--- src/rtl/cpu_pkg.sv ---
// Shared constants and types for the CPU program loader.
// Holds the stream framing constants, CTRL byte layout and loader state encoding.
package cpu_pkg;

    localparam int         CPU_DATA_W     = 8;
    localparam int         CPU_ADDR_W     = 5;
    localparam logic [7:0] CPU_START_BYTE = 8'hA5;

    // CTRL byte layout: bit 7 selects instruction memory, low bits carry the address
    localparam int CTRL_TYPE_BIT = 7;
    localparam int CTRL_ADDR_LSB = 0;

    typedef enum logic [2:0] {
        S_IDLE,
        S_COUNT,
        S_CTRL,
        S_DATA,
        S_LOAD,
        S_CHECK,
        S_RUN,
        S_ERR
    } loader_state_t;

endpackage

--- src/rtl/loader_timeout.sv ---
// Inter-byte watchdog: reloads on clear, counts down while enabled and
// flags expired for the single cycle in which the budget runs out.
module loader_timeout #(
    parameter int TIMEOUT = 1000
) (
    input  logic clk,
    input  logic reset,
    input  logic clear,
    input  logic enable,
    output logic expired
);

    localparam int               CNT_W    = (TIMEOUT > 1) ? $clog2(TIMEOUT) : 1;
    localparam logic [CNT_W-1:0] LOAD_VAL = CNT_W'(TIMEOUT - 1);

    logic [CNT_W-1:0] count_q;

    always_ff @(posedge clk or negedge reset) begin
        if (!reset) begin
            count_q <= LOAD_VAL;
        end else if (clear) begin
            count_q <= LOAD_VAL;
        end else if (enable && (count_q != '0)) begin
            count_q <= count_q - 1'b1;
        end
    end

    // The counter reads zero during the TIMEOUT-th consecutive idle cycle
    assign expired = enable && !clear && (count_q == '0);

endmodule

--- src/rtl/program_loader.sv ---
// Framed byte-stream loader for the CPU load port: turns each {CTRL, DATA} entry
// into a one-cycle load strobe and releases the CPU once the frame checksum matches.
module program_loader
    import cpu_pkg::*;
#(
    parameter int                DATA_W     = CPU_DATA_W,
    parameter int                ADDR_W     = CPU_ADDR_W,
    parameter logic [DATA_W-1:0] START_BYTE = DATA_W'(CPU_START_BYTE),
    parameter int                TIMEOUT    = 1000
) (
    input  logic              clk,
    input  logic              reset,
    input  logic [DATA_W-1:0] in_data,
    input  logic              in_valid,
    output logic              in_ready,
    output logic [DATA_W-1:0] cpu_input,
    output logic [ADDR_W-1:0] load_address,
    output logic              load,
    output logic              is_instruction,
    output logic              cpu_reset_n,
    output logic              busy,
    output logic              error,
    output logic              done
);

    localparam int          CNT_W     = ADDR_W + 1;
    localparam logic [31:0] MAX_COUNT = 32'(1) << ADDR_W;

    loader_state_t     state_q, state_d;
    logic              xfer;
    logic              timed;
    logic              expired;
    logic              count_bad;
    logic [CNT_W-1:0]  cnt_q;
    logic [DATA_W-1:0] chk_q;
    logic [ADDR_W-1:0] addr_q;
    logic              type_q;

    // Gating with reset keeps every output low while reset is held
    assign in_ready  = reset && (state_q != S_LOAD);
    assign xfer      = in_valid && in_ready;
    assign timed     = state_q inside {S_COUNT, S_CTRL, S_DATA, S_CHECK};
    assign count_bad = (in_data == '0) || (32'(in_data) > MAX_COUNT);

    loader_timeout #(
        .TIMEOUT(TIMEOUT)
    ) u_timeout (
        .clk    (clk),
        .reset  (reset),
        .clear  (!timed || xfer),
        .enable (timed && !xfer),
        .expired(expired)
    );

    always_comb begin
        state_d = state_q;
        case (state_q)
            S_IDLE, S_RUN, S_ERR: begin
                if (xfer && (in_data == START_BYTE)) state_d = S_COUNT;
            end
            S_COUNT: begin
                if (expired)   state_d = S_ERR;
                else if (xfer) state_d = count_bad ? S_ERR : S_CTRL;
            end
            S_CTRL: begin
                if (expired)   state_d = S_ERR;
                else if (xfer) state_d = S_DATA;
            end
            S_DATA: begin
                if (expired)   state_d = S_ERR;
                else if (xfer) state_d = S_LOAD;
            end
            S_LOAD: begin
                state_d = (cnt_q == CNT_W'(1)) ? S_CHECK : S_CTRL;
            end
            S_CHECK: begin
                if (expired)   state_d = S_ERR;
                else if (xfer) state_d = (in_data == chk_q) ? S_RUN : S_ERR;
            end
            default: state_d = S_IDLE;
        endcase
    end

    // Status outputs are registered decodes of the next state, so they track the FSM glitch-free
    always_ff @(posedge clk or negedge reset) begin
        if (!reset) begin
            state_q        <= S_IDLE;
            cnt_q          <= '0;
            load           <= 1'b0;
            cpu_input      <= '0;
            load_address   <= '0;
            is_instruction <= 1'b0;
            cpu_reset_n    <= 1'b0;
            busy           <= 1'b0;
            error          <= 1'b0;
            done           <= 1'b0;
        end else begin
            state_q     <= state_d;
            load        <= (state_d == S_LOAD);
            cpu_reset_n <= (state_d == S_RUN);
            done        <= (state_d == S_RUN);
            error       <= (state_d == S_ERR);
            busy        <= state_d inside {S_COUNT, S_CTRL, S_DATA, S_LOAD, S_CHECK};

            if ((state_q == S_COUNT) && xfer) begin
                cnt_q <= in_data[CNT_W-1:0];
            end else if (state_q == S_LOAD) begin
                cnt_q <= cnt_q - 1'b1;
            end

            // Address, type and data reach the CPU together, right as the strobe rises
            if ((state_q == S_DATA) && xfer) begin
                cpu_input      <= in_data;
                load_address   <= addr_q;
                is_instruction <= type_q;
            end
        end
    end

    always_ff @(posedge clk) begin
        if (xfer) begin
            case (state_q)
                S_COUNT: chk_q <= in_data;
                S_CTRL: begin
                    chk_q  <= chk_q ^ in_data;
                    addr_q <= in_data[CTRL_ADDR_LSB +: ADDR_W];
                    type_q <= in_data[CTRL_TYPE_BIT];
                end
                S_DATA:  chk_q <= chk_q ^ in_data;
                default: ;
            endcase
        end
    end

endmodule

--- config.mk ---
export PLATFORM = sky130hd
export DESIGN_NAME = program_loader
export DESIGN_NICKNAME = d
export VERILOG_FILES = /design/src/rtl/cpu_pkg.sv /design/src/rtl/loader_timeout.sv /design/src/rtl/program_loader.sv
export SDC_FILE = /design/constraint.sdc
export NUM_CORES = 1
export LEC_CHECK = 0
export ABC_AREA = 1
export BUFFER_PORTS_ARGS = -buffer_cell sky130_fd_sc_hd__buf_2
export CAP_MARGIN = 0
export CORE_UTILIZATION = 52
export DETAILED_ROUTE_END_ITERATION = 16
export PLACE_DENSITY = 0.75
export SKIP_CTS_REPAIR_TIMING = 1
export SYNTH_ARGS = -nofsm -noshare
export SYNTH_HDL_FRONTEND = slang
export SYNTH_SLANG_ARGS = --single-unit
--- constraint.sdc ---
create_clock -name clk -period 1.8 [get_ports clk]
set_clock_uncertainty 0.15 [all_clocks]
set_input_delay 0.36 -clock clk [delete_from_list [all_inputs] [get_ports clk]]
set_output_delay 0.36 -clock clk [all_outputs]
set_load 0.01 [all_outputs]
# ---- Word level (Yosys, flattened, before mapping)
# Index checks and enable logic that the tools add are counted.
dict set report op_classes {
  n_addsub 2
  n_lt_le_gt_ge 1
  n_eq_ne 18
  muxes 18
  bitwise_logic 1
  reduce_logical 27
}
# op count
set op_table {}
lappend op_table {{2-to-1 mux 3 bit} 11}
lappend op_table {{== test 3 bit, second input constant} 8}
lappend op_table {{2-to-1 mux 10 bit} 2}
lappend op_table {{one-hot mux 3 bit (6 select lines)} 1}
lappend op_table {{one-hot mux 8 bit (2 select lines)} 1}
lappend op_table {{== test 3 x 2 -> 1 bit, second input constant} 4}
lappend op_table {{2-to-1 mux 6 bit} 2}
lappend op_table {{zero test 10 bit} 1}
lappend op_table {{nonzero test 10 bit} 1}
lappend op_table {{subtractor 10 x 1 -> 10 bit, second input constant} 1}
lappend op_table {{logical AND 1 bit} 9}
lappend op_table {{== test 8 bit} 1}
lappend op_table {{== test 8 bit, second input constant} 1}
lappend op_table {{greater-than comparator 8 x 6 -> 1 bit, second input constant} 1}
lappend op_table {{zero test 8 bit} 1}
lappend op_table {{XOR 8 bit} 1}
lappend op_table {{== test 3 x 1 -> 1 bit, second input constant} 2}
lappend op_table {{== test 6 x 1 -> 1 bit, second input constant} 1}
lappend op_table {{nonzero test 2 bit} 3}
lappend op_table {{subtractor 6 x 1 -> 6 bit, second input constant} 1}
lappend op_table {{nonzero test 5 bit} 1}
lappend op_table {{AND reduction 2 bit} 2}
lappend op_table {{nonzero test 4 bit} 1}
lappend op_table {{zero test 1 bit} 3}
lappend op_table {{other kinds (6)} 7}
dict set report totals {
  ff_bits 51
  output_inout_bits 20
}

# ---- Logic depth before layout (Yosys ltp)
# Gate-level depths: netlist (run 1).
dict set report depth {
  depth_word 11
  mapped_depth 14
}

# ---- By module
# A second synthesis (run 1) with hierarchy kept.
dict set report hier_totals {
  hier_cells 353
  hier_area_um2 2849.0
}
# mod instances cells_each area_each_um2 seq_area_each_um2
set by_module_without_submodules {}
lappend by_module_without_submodules {program_loader 1 256 2160.8 1096.1}
lappend by_module_without_submodules {loader_timeout 1 97 688.2 260.2}

# ---- Worst setup path before layout (run 1)
# Ideal clock, no wire load.
dict set report synth_path {
  kind {register -> register}
  startpoint {register state_q[2]}
  endpoint {register error}
  setup_ns 0.071
  t_arrival_ns 1.526
  required_time_ns 1.579
  path_slack_ns 0.052
  stages_incl_launch_ff 12
  synth_period_minus_slack_ns 1.748
  cell_sequence {dfrtp_1 nand3_4 nand3_4 nor2_1 nor2_1 nand2_1 nor2_1 nand2_1 nand2_2 inv_2 nand2_1 nor2_1}
}
dict set report synth_via {
  elab_chain_len 10
  elab_cells_between_ends 32
}
# element line_no
set synth_rtl {}
lappend synth_rtl {{start, declared} program_loader.sv:29} ;# loader_state_t state_q, state_d;
lappend synth_rtl {{start signal, assigned} program_loader.sv:98} ;# state_q <= state_d;
lappend synth_rtl {{== test 3 x 1 -> 1 bit (tied with other cells)} {program_loader.sv:42, program_loader.sv:57}}
lappend synth_rtl {{nonzero test 4 bit / logical AND 1 bit (equally long branches)} {program_loader.sv:42, program_loader.sv:40}}
lappend synth_rtl {{zero test 1 bit / logical AND 1 bit (equally long branches)} {program_loader.sv:50, program_loader.sv:41}}
lappend synth_rtl {{logical OR 1 bit / zero test 1 bit (equally long branches)} {program_loader.sv:50, program_loader.sv:51}}
lappend synth_rtl {{zero test 1 bit / logical AND 1 bit (equally long branches)} {loader_timeout.sv:29, program_loader.sv:51}}
lappend synth_rtl {{logical AND 1 bit (2 in a row)} loader_timeout.sv:29} ;# assign expired = enable && !clear && (count_q == '0);
lappend synth_rtl {{2-to-1 mux 3 bit (on tied branches)} -}
lappend synth_rtl {{one-hot mux 3 bit (6 select lines) (*)} program_loader.sv:57} ;# case (state_q)
lappend synth_rtl {{named net state_d[0]} program_loader.sv:29}
lappend synth_rtl {{== test 3 bit (*)} program_loader.sv:102} ;# error <= (state_d == S_ERR);
lappend synth_rtl {{end signal, assigned} program_loader.sv:102}
lappend synth_rtl {{end, declared} program_loader.sv:22} ;# output logic error,
# The timed path passes the listed nets; every way through them passes the cells marked *.
# A chain may end at the register's enable or synchronous reset.

# ---- Worst setup path in the final report (run 1)
dict set report layout_path {
  startpoint {register state_q[1]}
  endpoint {output port in_ready}
}
dict set report layout_via {
  elab_chain_len 2
}
# element line_no
set layout_rtl {}
lappend layout_rtl {{!= test 3 bit} program_loader.sv:40} ;# assign in_ready = reset && (state_q != S_LOAD);
lappend layout_rtl {{logical AND 1 bit} program_loader.sv:40}
lappend layout_rtl {{end, declared} program_loader.sv:15} ;# output logic in_ready,
# No other way between the ends.

==> impl_metrics.env, run 1 <==
export IMPL_status="complete, but fails checks"
export IMPL_violations="negative setup slack"
export IMPL_fin_nets=393
export IMPL_grt_ovfl_total=0
export IMPL_ys_seq_area_share_pct=51.47
export IMPL_layout_drive_gt1_share_pct=29.29
export IMPL_dpl_cell_area_um2=3009
export IMPL_path_common_cell="inv_2"
export IMPL_cts_root_buf="clkbuf_8"
export IMPL_power_switching_mw=1.893
export IMPL_hold_violations=0
export IMPL_synth_edf_count=14
export IMPL_crit_arrival_ns=1.33
export IMPL_p_leak_nw=1.567
export IMPL_synth_common_cells="nand2_1 (92), inv_1 (39), dfrtp_1 (29), nor2_1 (28), o21ai_0 (26)"
export IMPL_final_max_slew_violation_count=0
export IMPL_fmax_ghz=0.5445
export IMPL_finalSetupViolCount=1
export IMPL_grt_pass1_wl_um=9508
export IMPL_synth_top_area_share_pct=27.54
export IMPL_slowest_stage="dfrtp_1"
export IMPL_clockBufferDepth=2
export IMPL_grt_usage_pct=23.41
export IMPL_h_tree_depth=2
export IMPL_routed_wl_um=5930
export IMPL_antenna_left=0
export IMPL_fin_crit_sh_pct=102.0
export IMPL_synth_area_top_cells="dfrtp_1 (28%), edfxtp_1 (16%), nand2_1 (13%)"
export IMPL_finish_instance_area_um2=3244
export IMPL_slew_limit_headroom_pct=68.67
export IMPL_dieArea_um2=5356
export IMPL_core_area_um2=4786
export IMPL_drv_cap=0
export IMPL_syn_cell_area_um2=2635
export IMPL_cts_buffers=5
export IMPL_total_power_mw=4.578
export IMPL_grt_pass1_vias=2112
export IMPL_critPathKind="flip-flop to output port"
export IMPL_worst_setup_path_end_kind="output port"
export IMPL_die_w_um=73.19
export IMPL_area_growth_pct=23.12
export IMPL_viasPerCell=5.152
export IMPL_pwr_share_comb_pct=45.4
export IMPL_cp_slowest_stage_delay_ns=0.41
export IMPL_power_share_clock_pct=15.4
export IMPL_synth_most_common_cell="nand2_1"
export IMPL_synth_net_count=330
export IMPL_synth_top_area_cell="dfrtp_1"
export IMPL_syn_avg_cell_area_um2=8.365
export IMPL_diodes=0
export IMPL_numClockSinks=51
export IMPL_synthCells=315
export IMPL_synthFlopType="dfrtp_1"
export IMPL_power_density_nw_per_um2=1411
export IMPL_setup_ws_ns=-0.03668
export IMPL_final_util_pct=67.79
export IMPL_worstMarginPinSlew_ns=0.4700
export IMPL_pre_cts_ws_ns=-0.02256
export IMPL_port_buffers=30
export IMPL_wl_met1_um=2666
export IMPL_hold_slack_ns=0.04495
export IMPL_place_congestion=0.8757
export IMPL_drt_first_pass_iters=4
export IMPL_fillers=386
export IMPL_crit_path_start_kind="flip-flop"
export IMPL_die_h_um=73.19
export IMPL_period_needed_ns=1.837
export IMPL_num_io_pins=31
export IMPL_dr_max_layer_used="met4"
export IMPL_seqPwrFrac_pct=39.3
export IMPL_vias=2298
export IMPL_hold_class="primary input to async pin"
export IMPL_wire_per_inst_um=13.30
export IMPL_met2_length_um=2895
export IMPL_rows=25
export IMPL_drc_errors=0
export IMPL_crit_chain="inv_2, nand3_4, inv_2, buf_6, nor2_1, buf_2"
export IMPL_grt_max_degree=38
export IMPL_initial_core_util_pct=55.06
export IMPL_async_reset_ff_share_pct=72.55
export IMPL_met3_length_um=306
export IMPL_rsz0062_at_grt="true"
export IMPL_yosys_warnings=0
export IMPL_drt_iter0_drc=146
export IMPL_crit_fanout=6
export IMPL_cts_tree="done"
export IMPL_antenna_found_initial=0
export IMPL_clk_latency_ns=0.31
export IMPL_synth_cell_types=30
export IMPL_irDropWorstVdd_mv=0.7554
export IMPL_power_share_switching_pct=41.35
export IMPL_clk_pin_slew_ns=0.10
export IMPL_ys_ff_latch=51
export IMPL_required_ns=1.29
export IMPL_dp_hpwl_um=4121
export IMPL_internal_power_mw=2.685
[kinds of logic (layout without fill, tap and decap cells)]
family | Yosys count | count (layout) | synth area share, %
and+or+nand+nor | 158 | 159 | 27.02
buffers and inverters | 47 | 110 | 6.933
AOI/OAI and AO/OA | 46 | 46 | 9.686
xor gates and xnor gates | 9 | 9 | 2.992
adders and majority gates | 4 | 4 | 1.899
DFF | 51 | 51 | 51.47
[flip-flops by register name (all words and copies together) (netlist names)]
| name | cells |
|---|---|
| addr_q | 5 |
| busy | 1 |
| chk_q | 8 |
| cnt_q | 6 |
| cpu_input | 8 |
| done | 1 |
| error | 1 |
| is_instruction | 1 |
| load | 1 |
| load_address | 5 |
| state_q | 3 |
| type_q | 1 |
| u_timeout.count_q | 10 |
[per-stage QoR]
stage,std cells,TNS [ns]
3_3_place_gp,429,-0.03131
4_1_cts,437,-0.2964
3_5_place_dp,429,-0.04930
2_1_floorplan,315,0
5_1_grt,446,-0.3549
6_report,446,-0.03668
[metal layers]
layer | vias up | track usage (%)
met4 | 0 | 8.497
met2 | 66 | 38.17
li1 | 1141 | -
met5 | - | 0
met3 | 7 | 3.039
met1 | 1084 | 32.04
[path summary, 6_finish.rpt]
path,startpoint,end,slack [ns],cells after the start
max,state_q[1]$_DFF_PN0_,in_ready,-0.04,6
min,reset,cnt_q[3]$_DFFE_PN0P_,0.04,2
max reg2reg,state_q[2]$_DFF_PN0_,busy$_DFF_PN0_,0.02,8
min reg2reg,type_q$_DFFE_PP_,is_instruction$_DFFE_PN0P_,0.31,2
max in group asynchronous,reset,u_timeout.count_q[8]$_DFFE_PN1P_,1.09,2
min in group clk,in_data[3],addr_q[3]$_DFFE_PP_,0.12,1
[final cells by class]
cell class,count,area [µm²],share of cell area [%]
clock buffers,5,68.82,2.121
flip-flops and latches,51,1359,41.88
inverters,42,160.2,4.936
clock inverters,3,26.28,0.8099
well taps,67,83.83,2.584
multi-input cells,218,1164,35.87
repair buffers,60,382.9,11.80
[cell usage in the layout (no fill, tap or decap), drive strengths merged, types with 8 or more instances in the layout]
cell / count
nand3: 17
inv: 44
edfxtp: 14
o21ai: 27
nor2: 34
dfrtp: 29
dfstp: 8
nand2: 95
a21oi: 8
buf: 60
[power by group through the flow]
stage / logic (mW) / registers, mW / clock network (mW)
2_1_floorplan: 1.17 / 1.86 / 0
3_3_place_gp: 1.79 / 1.79 / 0
3_5_place_dp: 1.84 / 1.81 / 0
4_1_cts: 1.85 / 1.79 / 0.711
5_1_grt: 2.34 / 1.83 / 0.740
6_report: 2.08 / 1.80 / 0.703
[critical path, delay by kind of cell (launching register included)]
family | cells | cell delay (ns)
buf+inv | 4 | 0.45
flops | 1 | 0.41
simple gates | 2 | 0.16
Note: power is estimated with default switching activity, not from simulation.
==> run 2: changes to the inputs <==
--- a/config.mk
+++ b/config.mk
@@ -11,7 +11,6 @@
 export CORE_UTILIZATION = 52
 export DETAILED_ROUTE_END_ITERATION = 16
 export PLACE_DENSITY = 0.75
-export SKIP_CTS_REPAIR_TIMING = 1
 export SYNTH_ARGS = -nofsm -noshare
 export SYNTH_HDL_FRONTEND = slang
 export SYNTH_SLANG_ARGS = --single-unit
==> run 2 against run 1 <==
Largest cell class unchanged. Maximum frequency up 2.5%. Core utilization up 1.3 points. Non-clock buffer count up 4. Count of clock-buffer cells in the layout unchanged. Global-route usage up 0.65 points. The run now ends clean.
==> impl_metrics.env, run 2 (synthesized netlist as in run 1, its figures left out) <==
export IMPL_status="finished, final reports clean"
export IMPL_hold_slack_ns=0.04635
export IMPL_slowest_stage="dfrtp_1"
export IMPL_dp_cells=429
export IMPL_startpoint="state_q[1]$_DFF_PN0_"
export IMPL_layout_drive_gt1_share_pct=31.07
export IMPL_initial_core_util_pct=55.06
export IMPL_irDropWorstVdd_mv=0.8061
export IMPL_reg_largest_list="u_timeout.count_q: 10 flops, chk_q: 8 flops, cpu_input: 8 flops"
export IMPL_clk_latency_ns=0.31
export IMPL_dieArea_um2=5356
export IMPL_seqPwrFrac_pct=37.7
export IMPL_r2r_start="state_q[1]$_DFF_PN0_"
export IMPL_internal_power_mw=2.776
export IMPL_area_growth_pct=25.50
export IMPL_cp_slowest_stage_delay_ns=0.41
export IMPL_worst_setup_path_end_kind="output port"
export IMPL_drt_first_pass_iters=4
export IMPL_finish_instance_area_um2=3307
export IMPL_final_util_pct=69.10
export IMPL_setup_ws_ns=0.008897
export IMPL_pre_cts_ws_ns=-0.02256
export IMPL_use_met3_pct=3.591
export IMPL_antenna_found_initial=0
export IMPL_drv_cap=0
export IMPL_core_area_um2=4786
export IMPL_critPathKind="flip-flop to output port"
export IMPL_period_needed_ns=1.791
export IMPL_hold_class="primary input to async pin"
export IMPL_pwr_share_comb_pct=47.5
export IMPL_vias=2347
export IMPL_viasPerCell=5.216
export IMPL_place_congestion=0.8757
export IMPL_port_buffers=30
export IMPL_fmax_ghz=0.5583
export IMPL_wire_per_inst_um=13.71
export IMPL_crit_arrival_ns=1.28
export IMPL_path_common_cell="inv_2"
export IMPL_numClockSinks=51
export IMPL_grt_ovfl_total=0
export IMPL_rsz0062_at_grt="true"
export IMPL_layout_cells_most_common_list="nand2_1 (87), buf_4 (31), inv_1 (30), buf_2 (30), dfrtp_1 (28)"
export IMPL_dp_hpwl_um=4121
export IMPL_hold_violations=0
export IMPL_antenna_left=0
export IMPL_grt_pass1_wl_um=9770
export IMPL_die_h_um=73.19
export IMPL_cts_root_buf="clkbuf_8"
export IMPL_required_ns=1.29
export IMPL_die_w_um=73.19
export IMPL_drc_errors=0
export IMPL_worstMarginPinSlew_ns=0.4754
export IMPL_diodes=0
export IMPL_grtUsageMet2_pct=39.61
export IMPL_grt_usage_pct=24.06
export IMPL_grt_busiest_layer="met2"
export IMPL_crit_path_start_kind="flip-flop"
export IMPL_power_switching_mw=1.975
export IMPL_crit_buf_inv=4
export IMPL_fillers=371
export IMPL_grt_pass1_vias=2188
export IMPL_num_io_pins=31
export IMPL_use_met1_pct=31.95
export IMPL_crit_chain="inv_2, nand3_4, inv_2, buf_6, nor2_1, buf_2"
export IMPL_total_power_mw=4.751
export IMPL_rows=25
export IMPL_crit_family="buffers and inverters"
export IMPL_finalSetupViolCount=0
export IMPL_hold_buffers=0
export IMPL_cts_buffers=5
export IMPL_final_common_cell="nand2_1"
export IMPL_top_register="u_timeout.count_q"
export IMPL_drt_iter0_drc=177
export IMPL_cts_tree="done"
export IMPL_setup_tns_ns=0
export IMPL_dpl_cell_area_um2=3009
export IMPL_grt_max_degree=38
export IMPL_routed_wl_um=6169
export IMPL_power_density_nw_per_um2=1437
export IMPL_clk_pin_slew_ns=0.10
export IMPL_h_tree_depth=2
export IMPL_power_share_clock_pct=14.8
export IMPL_crit_fanout=4
export IMPL_fin_crit_sh_pct=99.51
export IMPL_clockBufferDepth=2
export IMPL_final_instance_count_excl_fill=450
export IMPL_slew_limit_headroom_pct=68.31
export IMPL_power_share_switching_pct=41.57
export IMPL_final_max_slew_violation_count=0
export IMPL_fin_nets=397
export IMPL_largest_register_ffs=10
export IMPL_p_leak_nw=1.578
## run 2: cell types whose count changed in the layout (fill, tap and decap cells not counted), sizes merged
cell | before | now
buf | 60 | 64
clkinvlp | 0 | 2
inv | 44 | 42
## run 2: final cells by class
class                      count  area [µm²]  share of cell area [%]
sequential                    51        1358                   41.05
multi-input combinational    218        1186                   35.87
timing repair buffer          64       416.7                   12.60
inverter                      42       167.7                   5.070
tap                           67       83.83                   2.535
clock buffer                   5       68.82                   2.081
clock inverter                 3       26.28                  0.7946
## run 2: final timing paths
path                                                    endpoint  slack (ns)  depth (start not counted)
worst min register to register        is_instruction$_DFFE_PN0P_        0.31                          2
worst min-delay path                        cnt_q[4]$_DFFE_PN0P_        0.05                          2
min in group clk                             addr_q[3]$_DFFE_PP_        0.12                          1
worst max register to register                   error$_DFF_PN0_        0.04                         15
max in group asynchronous       u_timeout.count_q[8]$_DFFE_PN1P_        1.09                          2
worst max-delay path                                    in_ready       0.009                          6
## run 2: power by group through the flow
stage	sequential [mW]	combinational, mW	clock (mW)
final	1.79	2.25	0.705
after global routing	1.82	2.52	0.740
after global placement	1.79	1.79	0
after detailed placement	1.81	1.84	0
after CTS	1.78	1.98	0.711
after floorplan	1.86	1.17	0
## run 2: what timing repair did
item | 4_1_cts | 5_1_grt
pin swaps | 1 | 15
setup endpoints to repair | 5 | 12
resized for setup | 8 | 25
buffers inserted | 6 | 6
gates cloned | 0 | 1
## run 2: metal layers
layer | vias to the layer above | wire length [µm]
li1 | 1155 | -
met1 | 1129 | 2709
met2 | 56 | 3111
met3 | 7 | 277
met4 | 0 | 71
met5 | - | 0
